===== config.mk =====
export PLATFORM = sky130hd
export DESIGN_NAME = bool_burst_packer
export DESIGN_NICKNAME = d
export VERILOG_FILES = /design/src/rtl/bool_burst_packer.sv
export SDC_FILE = /design/constraint.sdc
export NUM_CORES = 1
export LEC_CHECK = 0
export CAP_MARGIN = 20
export CORE_AREA = 5 5 126 116
export DETAILED_ROUTE_END_ITERATION = 10
export DIE_AREA = 0 0 131 121
export HOLD_SLACK_MARGIN = 0.12
export PLACE_DENSITY_LB_ADDON = 0.25
export SETUP_SLACK_MARGIN = 0.15
export SLEW_MARGIN = 20
export SYNTH_ARGS = -nofsm -noshare
export SYNTH_HDL_FRONTEND = slang
export SYNTH_SLANG_ARGS = --single-unit

===== constraint.sdc =====
create_clock -name clk -period 6.9 [get_ports clk]
set_input_delay 1.38 -clock clk [delete_from_list [all_inputs] [get_ports clk]]
set_output_delay 1.38 -clock clk [all_outputs]
set_load 0.01 [all_outputs]

===== src/rtl/bool_burst_packer.sv =====
// bool_burst_packer: packs up to three consecutive Boolean symbols per encoder cycle,
// issues CDF symbols alone and sequences the frame-end flush and encoder reset.
module bool_burst_packer #(
   parameter int RANGE_WIDTH  = 16,
   parameter int SYMBOL_WIDTH = 4
) (
   input  logic                    clk,
   input  logic                    bool_burst_1,
   input  logic                    in_valid,
   output logic                    in_ready,
   input  logic                    in_bool,
   input  logic [RANGE_WIDTH-1:0]  in_fl,
   input  logic [RANGE_WIDTH-1:0]  in_fh,
   input  logic [SYMBOL_WIDTH-1:0] in_symbol,
   input  logic [SYMBOL_WIDTH:0]   in_nsyms,
   input  logic                    in_frame_end,
   output logic                    enc_valid,
   output logic                    enc_flag_first,
   output logic                    enc_final_flag,
   output logic                    enc_reset,
   output logic [RANGE_WIDTH-1:0]  enc_fl,
   output logic [RANGE_WIDTH-1:0]  enc_fh,
   output logic [SYMBOL_WIDTH:0]   enc_nsyms,
   output logic [SYMBOL_WIDTH-1:0] enc_symbol_1,
   output logic [SYMBOL_WIDTH-1:0] enc_symbol_2,
   output logic [SYMBOL_WIDTH-1:0] enc_symbol_3,
   output logic                    enc_bool_1,
   output logic                    enc_bool_2,
   output logic                    enc_bool_3,
   input  logic                    enc_flag_last
);
   typedef enum logic [1:0] {RST, COLLECT, FLUSH} state_t;
   state_t r_state, w_next;
   logic [1:0]                   r_bcnt;
   logic [1:0][SYMBOL_WIDTH-1:0] r_bsym;
   logic [RANGE_WIDTH-1:0]       r_bfl, r_bfh, r_hfl, r_hfh, r_fl, r_fh, w_fl, w_fh;
   logic [SYMBOL_WIDTH:0]        r_bns, r_hns, r_ns, w_ns;
   logic                         r_hv, r_hend;
   logic [SYMBOL_WIDTH-1:0]      r_hsym;
   logic                         r_valid, r_first_out, r_first_pend;
   logic [2:0][SYMBOL_WIDTH-1:0] r_sym, w_sym, w_ent;
   logic [2:0]                   r_bool, w_bool, w_used;
   logic [1:0]                   w_n;
   logic                         w_acc, w_iss, w_end, w_cdf, w_app, w_load_h;

   assign in_ready       = (r_state == COLLECT) && !r_hv;
   assign w_acc          = in_valid && in_ready;
   assign enc_reset      = (r_state == RST);
   assign enc_final_flag = (r_state == FLUSH) && !r_valid;
   assign enc_valid      = r_valid;
   assign enc_flag_first = r_first_out;
   assign enc_fl         = r_fl;
   assign enc_fh         = r_fh;
   assign enc_nsyms      = r_ns;
   assign enc_symbol_1   = r_sym[0];
   assign enc_symbol_2   = r_sym[1];
   assign enc_symbol_3   = r_sym[2];
   assign enc_bool_1     = r_bool[0];
   assign enc_bool_2     = r_bool[1];
   assign enc_bool_3     = r_bool[2];

   always_comb begin
      w_iss    = 1'b0;
      w_end    = 1'b0;
      w_cdf    = 1'b0;
      w_app    = 1'b0;
      w_load_h = 1'b0;
      if (r_state == COLLECT) begin
         if (r_hv) begin
            w_iss = 1'b1;
            w_cdf = 1'b1;
            w_end = r_hend;
         end else if (w_acc && in_bool) begin
            w_iss    = 1'b1;
            w_cdf    = (r_bcnt == 2'd0);
            w_load_h = (r_bcnt != 2'd0);
            w_end    = in_frame_end && (r_bcnt == 2'd0);
         end else if (w_acc) begin
            w_app = 1'b1;
            w_iss = (r_bcnt == 2'd2) || in_frame_end;
            w_end = in_frame_end;
         end else begin
            w_iss = (r_bcnt != 2'd0);
         end
      end
      // entry at index r_bcnt is the symbol being appended this cycle, if any
      w_n         = r_bcnt + {1'b0, w_app};
      w_used      = {w_n == 2'd3, w_n >= 2'd2, w_n != 2'd0};
      w_ent       = {in_symbol, r_bsym};
      w_ent[r_bcnt] = in_symbol;
      for (int k = 0; k < 3; k++) begin
         w_sym[k]  = w_used[k] ? w_ent[k] : '0;
         w_bool[k] = !w_used[k];
      end
      w_fl = (r_bcnt == 2'd0) ? in_fl : r_bfl;
      w_fh = (r_bcnt == 2'd0) ? in_fh : r_bfh;
      w_ns = (r_bcnt == 2'd0) ? in_nsyms : r_bns;
      if (w_cdf) begin
         w_sym    = '0;
         w_sym[0] = r_hv ? r_hsym : in_symbol;
         w_bool   = 3'b111;
         w_fl     = r_hv ? r_hfl : in_fl;
         w_fh     = r_hv ? r_hfh : in_fh;
         w_ns     = r_hv ? r_hns : in_nsyms;
      end
      w_next = (r_state == RST) ? COLLECT :
               (r_state == FLUSH) ? (enc_flag_last ? RST : FLUSH) :
               (w_iss && w_end) ? FLUSH : COLLECT;
   end

   always_ff @(posedge clk or posedge bool_burst_1) begin
      if (bool_burst_1) r_state <= RST;
      else              r_state <= w_next;
   end

   always_ff @(posedge clk or posedge bool_burst_1) begin
      if (bool_burst_1) begin
         r_valid      <= 1'b0;
         r_first_out  <= 1'b0;
         r_first_pend <= 1'b1;
         r_sym        <= '0;
         r_bool       <= 3'b111;
         r_fl         <= '0;
         r_fh         <= '0;
         r_ns         <= '0;
         r_bcnt       <= '0;
         r_bsym       <= '0;
         r_bfl        <= '0;
         r_bfh        <= '0;
         r_bns        <= '0;
         r_hv         <= 1'b0;
         r_hend       <= 1'b0;
         r_hsym       <= '0;
         r_hfl        <= '0;
         r_hfh        <= '0;
         r_hns        <= '0;
      end else begin
         r_valid      <= w_iss;
         r_first_out  <= w_iss && r_first_pend;
         r_first_pend <= (r_state == RST) || (r_first_pend && !w_iss);
         if (w_iss) begin
            r_sym  <= w_sym;
            r_bool <= w_bool;
            r_fl   <= w_fl;
            r_fh   <= w_fh;
            r_ns   <= w_ns;
         end
         r_bcnt <= w_iss ? 2'd0 : r_bcnt + {1'b0, w_app};
         if (w_app) r_bsym[r_bcnt[0]] <= in_symbol;
         if (w_app && r_bcnt == 2'd0) begin
            r_bfl <= in_fl;
            r_bfh <= in_fh;
            r_bns <= in_nsyms;
         end
         r_hv <= w_load_h;
         if (w_load_h) begin
            r_hend <= in_frame_end;
            r_hsym <= in_symbol;
            r_hfl  <= in_fl;
            r_hfh  <= in_fh;
            r_hns  <= in_nsyms;
         end
      end
   end
endmodule

# After elaboration in Yosys (flattened, before gate mapping)
# Cells that the tools add are included.
[classes] add_sub_neg=1 multipliers=0 div=0 n_lt_le_gt_ge=5 n_eq_ne=4 shifts=0 mux=44 bitwise=0 n_reduce_logical=23
[ops] op="16-bit 2-to-1 mux" n=6
[ops] op="4-bit 2-to-1 mux" n=6
[ops] op="1-bit 2-to-1 mux" n=18
[ops] op="5-bit 2-to-1 mux" n=3
[ops] op="12-bit bitwise mux" n=1
[ops] op="12-bit 2-to-1 mux" n=1
[ops] op="1-bit logical AND" n=11
[ops] op="2-bit 2-to-1 mux" n=5
[ops] op="8-bit bitwise mux" n=1
[ops] op="4-bit demux with 2-bit select" n=1
[ops] op="2-bit equality test (second input constant)" n=3
[ops] op="1-bit zero test" n=6
[ops] op="4-bit demux with 1-bit select" n=1
[ops] op="2-bit zero test" n=2
[ops] op="2-bit nonzero test" n=2
[ops] op="2-bit by 3-bit < comparator with 1-bit output (second input constant)" n=1
[ops] op="3-bit 2-to-1 mux" n=1
[ops] op="2-bit by 1-bit adder with 2-bit output" n=1
[ops] op="2-bit by 1-bit equality test with 1-bit output (second input constant)" n=1
[ops] op="2-bit by 1-bit >= comparator with 1-bit output (second input constant)" n=1
[ops] op="2-bit >= comparator (second input constant)" n=1
[ops] op="1-bit logical OR" n=2
[ops] op="1-bit by 2-bit < comparator with 1-bit output (second input constant)" n=1
[ops] op="1-bit >= comparator (second input constant)" n=1
[word_totals] register_bits=147 latch_bits=0 ramBits=0 romBits=0 in_bits=47 out_inout_bits=57 word_cells=100 n_memories=0

# Depth between registers and ports, before layout
[logic_depth] ltp_word=11 mapped_depth=11 depth_no_buf=7

# Least setup slack after synthesis
# No wires, ideal clock.
[synth_path] path_kind="input port to flip-flop" from="input port in_valid" to="register r_bool[2]" setup_time_ns=0.080 t_arrival_ns=3.057 t_required_ns=6.820 path_slack_ns=3.763 stages=10 path_buffers=3 path_cell_list="nand4bb_1 > buf_2 > buf_6 > buf_4 > nor2_1 > ha_1 > xnor2_1 > a211oi_1 > o21ai_1 > o22a_1"
[synth_via] elab_chain_cells=9 elab_cells_between_ends=17 classes_between="add/sub: 1; eq/ne: 1; mux: 12; reduce/logical: 3"
[synth_rtl] element="from (decl)" line_no="9" text="input logic in_valid,"
[synth_rtl] element="1-bit logical AND (*)" line_no="47" text="assign w_acc = in_valid && in_ready;"
[synth_rtl] element="1-bit 2-to-1 mux / 1-bit logical AND (equally long branches)" line_no="78, 73"
[synth_rtl] element="1-bit 2-to-1 mux" line_no="73" text="end else if (w_acc && in_bool) begin"
[synth_rtl] element="1-bit 2-to-1 mux" line_no="69" text="if (r_hv) begin"
[synth_rtl] element="1-bit 2-to-1 mux" line_no="68" text="if (r_state == COLLECT) begin"
[synth_rtl] element="2-bit by 1-bit adder with 2-bit output" line_no="87" text="w_n = r_bcnt + {1'b0, w_app};"
[synth_rtl] element="2-bit equality test" line_no="88" text="w_used = {w_n == 2'd3, w_n >= 2'd2, w_n != 2'd0};"
[synth_rtl] element="1-bit zero test" line_no="93" text="w_bool[k] = !w_used[k];"
[synth_rtl] element="3-bit 2-to-1 mux" line_no="98" text="if (w_cdf) begin"
[synth_rtl] element="to (signal assigned)" line_no="143" text="r_bool <= w_bool;"
[synth_rtl] element="to (decl)" line_no="42" text="logic [2:0] r_bool, w_bool, w_used;"
# Mark *: on every way between the ends. The rest lies on a longest branch, timed or not.
# A chain may end at the register's enable or synchronous reset.

# Worst setup path after layout
[layout_path] from="input port in_valid" to="register r_sym (netlist bit enc_symbol_2[0])"
[layout_via] elab_chain_cells=9 elab_cells_between_ends=17 classes_between="add/sub: 1; order compare: 1; mux: 13; reduce/logical: 2"
[layout_rtl] element="1-bit logical AND (*)" line_no="47"
[layout_rtl] element="1-bit 2-to-1 mux / 1-bit logical AND (equally long branches)" line_no="78, 73"
[layout_rtl] element="1-bit 2-to-1 mux" line_no="73"
[layout_rtl] element="1-bit 2-to-1 mux" line_no="69"
[layout_rtl] element="1-bit 2-to-1 mux" line_no="68"
[layout_rtl] element="2-bit by 1-bit adder with 2-bit output" line_no="87"
[layout_rtl] element="2-bit >= comparator" line_no="88"
[layout_rtl] element="4-bit 2-to-1 mux" line_no="92" text="w_sym[k] = w_used[k] ? w_ent[k] : '0;"
[layout_rtl] element="12-bit 2-to-1 mux" line_no="98"
[layout_rtl] element="to (signal assigned)" line_no="142" text="r_sym <= w_sym;"
[layout_rtl] element="to (decl)" line_no="41" text="logic [2:0][SYMBOL_WIDTH-1:0] r_sym, w_sym, w_ent;"
# Marked as above.

==> flow_summary.yaml <==
outcome:
  outcome: "finished, final reports clean"
sta:
  rsz0062_at_grt: "false"
  worst_hold_slack_ps: 486
  finalHoldViolations: 0
  slew_headroom: 0.289
  fin_ws_ps: 3050
  period_share: 0.558
  setup_tns_ps: 0
  fin_skew_ps: 8.69
  slew_violations: 0
  final.min_clock_period_ps: 3850
  fmax_mhz: 260
  setup_violations: 0
  tightest_slew_ps: 1060
grt:
  antenna_found_initial: 0
  grt_pass1_vias: 5167
  grt.total_usage: 0.216
  overflow: 0
  grt_max_degree: 81
  grt_pass1_wl_mm: 26.8
routing:
  first_pass_iters: 5
  post_drt_wl_per_cell_um: 20.0
  drc: 0
  drt_iter0_drc: 434
  drt_wl_total_mm: 16.2
  num_vias: 4858
  antenna_left: 0
  via_per_inst: 5.98
finish:
  areaGrowthSynthToFinish_pct: 23.1
  antenna_cells: 0
  drive_above_1_share: 0.300
  final_nets: 681
  finalInstanceArea_um2: 8650
clock_network:
  cts-root-buf: "clkbuf_16"
  path_clk_slew_ps: 50
  cts_made_buffers: 17
  post_cts_resized: 0
  clock-sinks: 147
  postCtsHoldBufs: 0
  postCtsSetupRepairBufs: 0
  cts_tree: "done"
  htree_levels: 4
  clock_latency_ps: 420
  clk_path_buf_depth: 2
synth:
  syn_nets: 591
  synth_area_leader_cell: "dfrtp_1"
  ys_types: 44
  synth_cells: 542
  synth_edf_count: 0
  yosys_warnings: 0
  yosysMostFrequentCell: "dfrtp_1"
  ys_top_cells_by_count: "dfrtp_1, mux2_2, nand2_1, a31oi_1, o32ai_2"
  synthTopCellsByArea: "dfrtp_1, mux2_2, o32ai_2"
  synth_ff_type: "dfrtp_1"
  ys_seq_elements: 147
  async_reset_ff_frac: 1.00
  synth_top_area_share: 0.510
  seq_area_frac_synth: 0.524
  postSynthAreaPerCell_um2: 13.0
  synth_area_um2: 7020
power:
  p_leak_nw: 3.49
  p_sw_frac: 0.338
  clkPwrFrac: 0.202
  power_density_nw_per_um2: 477
  pwr-share-seq: 0.375
  p_sw_w: 0.00139
  power_frac_comb: 0.423
  intPower_w: 0.00273
  irDropWorstVdd_uv: 339
worst_setup_path:
  critPathLaunch: "in_valid"
  ff2ff_path_depth: 5
  worstPathArrival_ps: 4110
  r2r-start: "r_bcnt[0]"
  slowest_stage: "buf_4"
  endpoint: "enc_symbol_2[0]"
  max_stage_delay_ps: 580
  critPathMaxFanout: 40
  required_ps: 7160
  critical_path_class: "input port to register"
  path_cells: "clkdlybuf4s50_1 > nand4bb_4 > buf_4 > nor2_1 > ha_1 > xnor2_1 > a211oi_1 > o21ai_1 > o2bb2ai_1"
  r2r_setup_slack_ps: 3590
  crit_path_end_kind: "register"
  reg2reg_to: "r_hfh[1]"
  cp-start-kind: "input port"
floorplan:
  dieArea_um2: 15900
  fp.dieW_um: 131
  io_pins: 104
  fp.dieH_um: 121
  initial_utilization: 0.536
  core.rowCount: 40
  core_area_um2: 13100
min_path:
  min_path_type: "register to register"
placed_design:
  gp_congestion: 0.774
  dp_hpwl_mm: 10.1
  pre_cts_ws_ps: 2620
  placed_cell_area_um2: 8110
  port_buffers: 103
flow_run:
  maxCapViolations: 0
[registers in the layout (all words and copies together), names as in the netlist, 5 cells and up]
| register | cells |
|---|---|
| r_bfh | 16 |
| r_bns | 5 |
| r_bsym | 8 |
| r_bfl | 16 |
| enc_nsyms | 5 |
| enc_fh | 16 |
| r_hns | 5 |
| enc_fl | 16 |
| r_hfl | 16 |
| r_hfh | 16 |
[per-stage QoR]
stage | power (W) | instances | utilization
3_3_place_gp | 0.00323 | 781 | 0.619
6_report | 0.00412 | 812 | 0.659
5_1_grt | 0.00437 | 812 | 0.659
2_1_floorplan | 0.00271 | 542 | -
3_5_place_dp | 0.00331 | 781 | 0.619
4_1_cts | 0.00415 | 812 | 0.659
[layout by cell type (no fill, tap or decap), types with 3 or more instances in the layout]
| master | Yosys | final |
|---|---|---|
| dfstp_2 | 4 | 4 |
| o32ai_1 | 7 | 7 |
| mux2_1 | 11 | 11 |
| clkbuf_8 | 0 | 5 |
| or3_1 | 4 | 4 |
| o2bb2ai_1 | 8 | 8 |
| clkinv_2 | 0 | 5 |
| nor2_1 | 10 | 9 |
| clkdlybuf4s50_1 | 0 | 103 |
| nand2b_1 | 6 | 6 |
| a31oi_1 | 42 | 42 |
| dfrtp_1 | 143 | 143 |
| nor3_1 | 5 | 5 |
| o32ai_2 | 30 | 30 |
| clkbuf_1 | 8 | 4 |
| mux2i_1 | 4 | 4 |
| clkbuf_16 | 0 | 17 |
| nand2_1 | 76 | 76 |
| o21a_1 | 3 | 3 |
| buf_4 | 2 | 8 |
| a32oi_1 | 5 | 5 |
| o2111ai_1 | 4 | 4 |
| mux2_4 | 9 | 9 |
| mux2_2 | 104 | 104 |
[critical path, delay by kind of cell]
family,cells,cell delay (ps)
buf+inv,2,1130
simple gates,2,300
fa+ha+maj,1,310
xor+xnor,1,290
compound gates,3,690
[logic make-up (layout without fill, tap and decap cells)]
family,Yosys count,after routing,synth area share
flip-flops,147,147,0.524
adder cells (fa/ha/maj),2,2,0.00356
AND/OR/NAND/NOR,115,115,0.0746
buffers and inverters,43,145,0.0381
multiplexers,128,128,0.209
AO/OA/AOI/OAI,106,106,0.149
XOR/XNOR,1,1,0.00125
[power by group through the flow]
stage / registers [W] / logic, W / clock network (W)
finish: 0.00154 / 0.00174 / 0.000833
global route: 0.00159 / 0.00190 / 0.000888
CTS: 0.00154 / 0.00176 / 0.000846
detailed placement: 0.00155 / 0.00176 / 0
global placement: 0.00152 / 0.00171 / 0
floorplan: 0.00154 / 0.00117 / 0
[layer usage]
| layer | global-route usage | part of all wire | wire length (um) |
|---|---|---|---|
| met1 | 0.302 | 0.45 | 7330 |
| met2 | 0.328 | 0.48 | 7850 |
| met3 | 0.0519 | 0.051 | 824 |
| met4 | 0.0790 | 0.015 | 245 |
| met5 | 0 | 0 | 0 |
[final cells by class]
class | instances | area, um2
fillers | 952 | 4470
inverters | 3 | 16.3
well taps | 168 | 210
repair buffers | 111 | 1090
clock inverters | 5 | 25.0
clock buffers | 26 | 509
multi-input cells | 352 | 3110
flip-flops and latches | 147 | 3680
[worst min-delay path by stage]
stage | slack (ps) | depth (start not counted) | endpoint | startpoint
floorplan | 460 | 1 | r_bfh[11] | r_bfh[11]
global placement | 470 | 1 | r_bfl[8] | r_bfl[8]
detailed placement | 470 | 1 | r_bfl[4] | r_bfl[4]
CTS | 490 | 1 | r_bfl[4] | r_bfl[4]
global route | 510 | 1 | r_bfh[13] | r_bfh[13]
finish | 490 | 1 | r_bfl[4] | r_bfl[4]
Power figures use the tool's default switching activity.
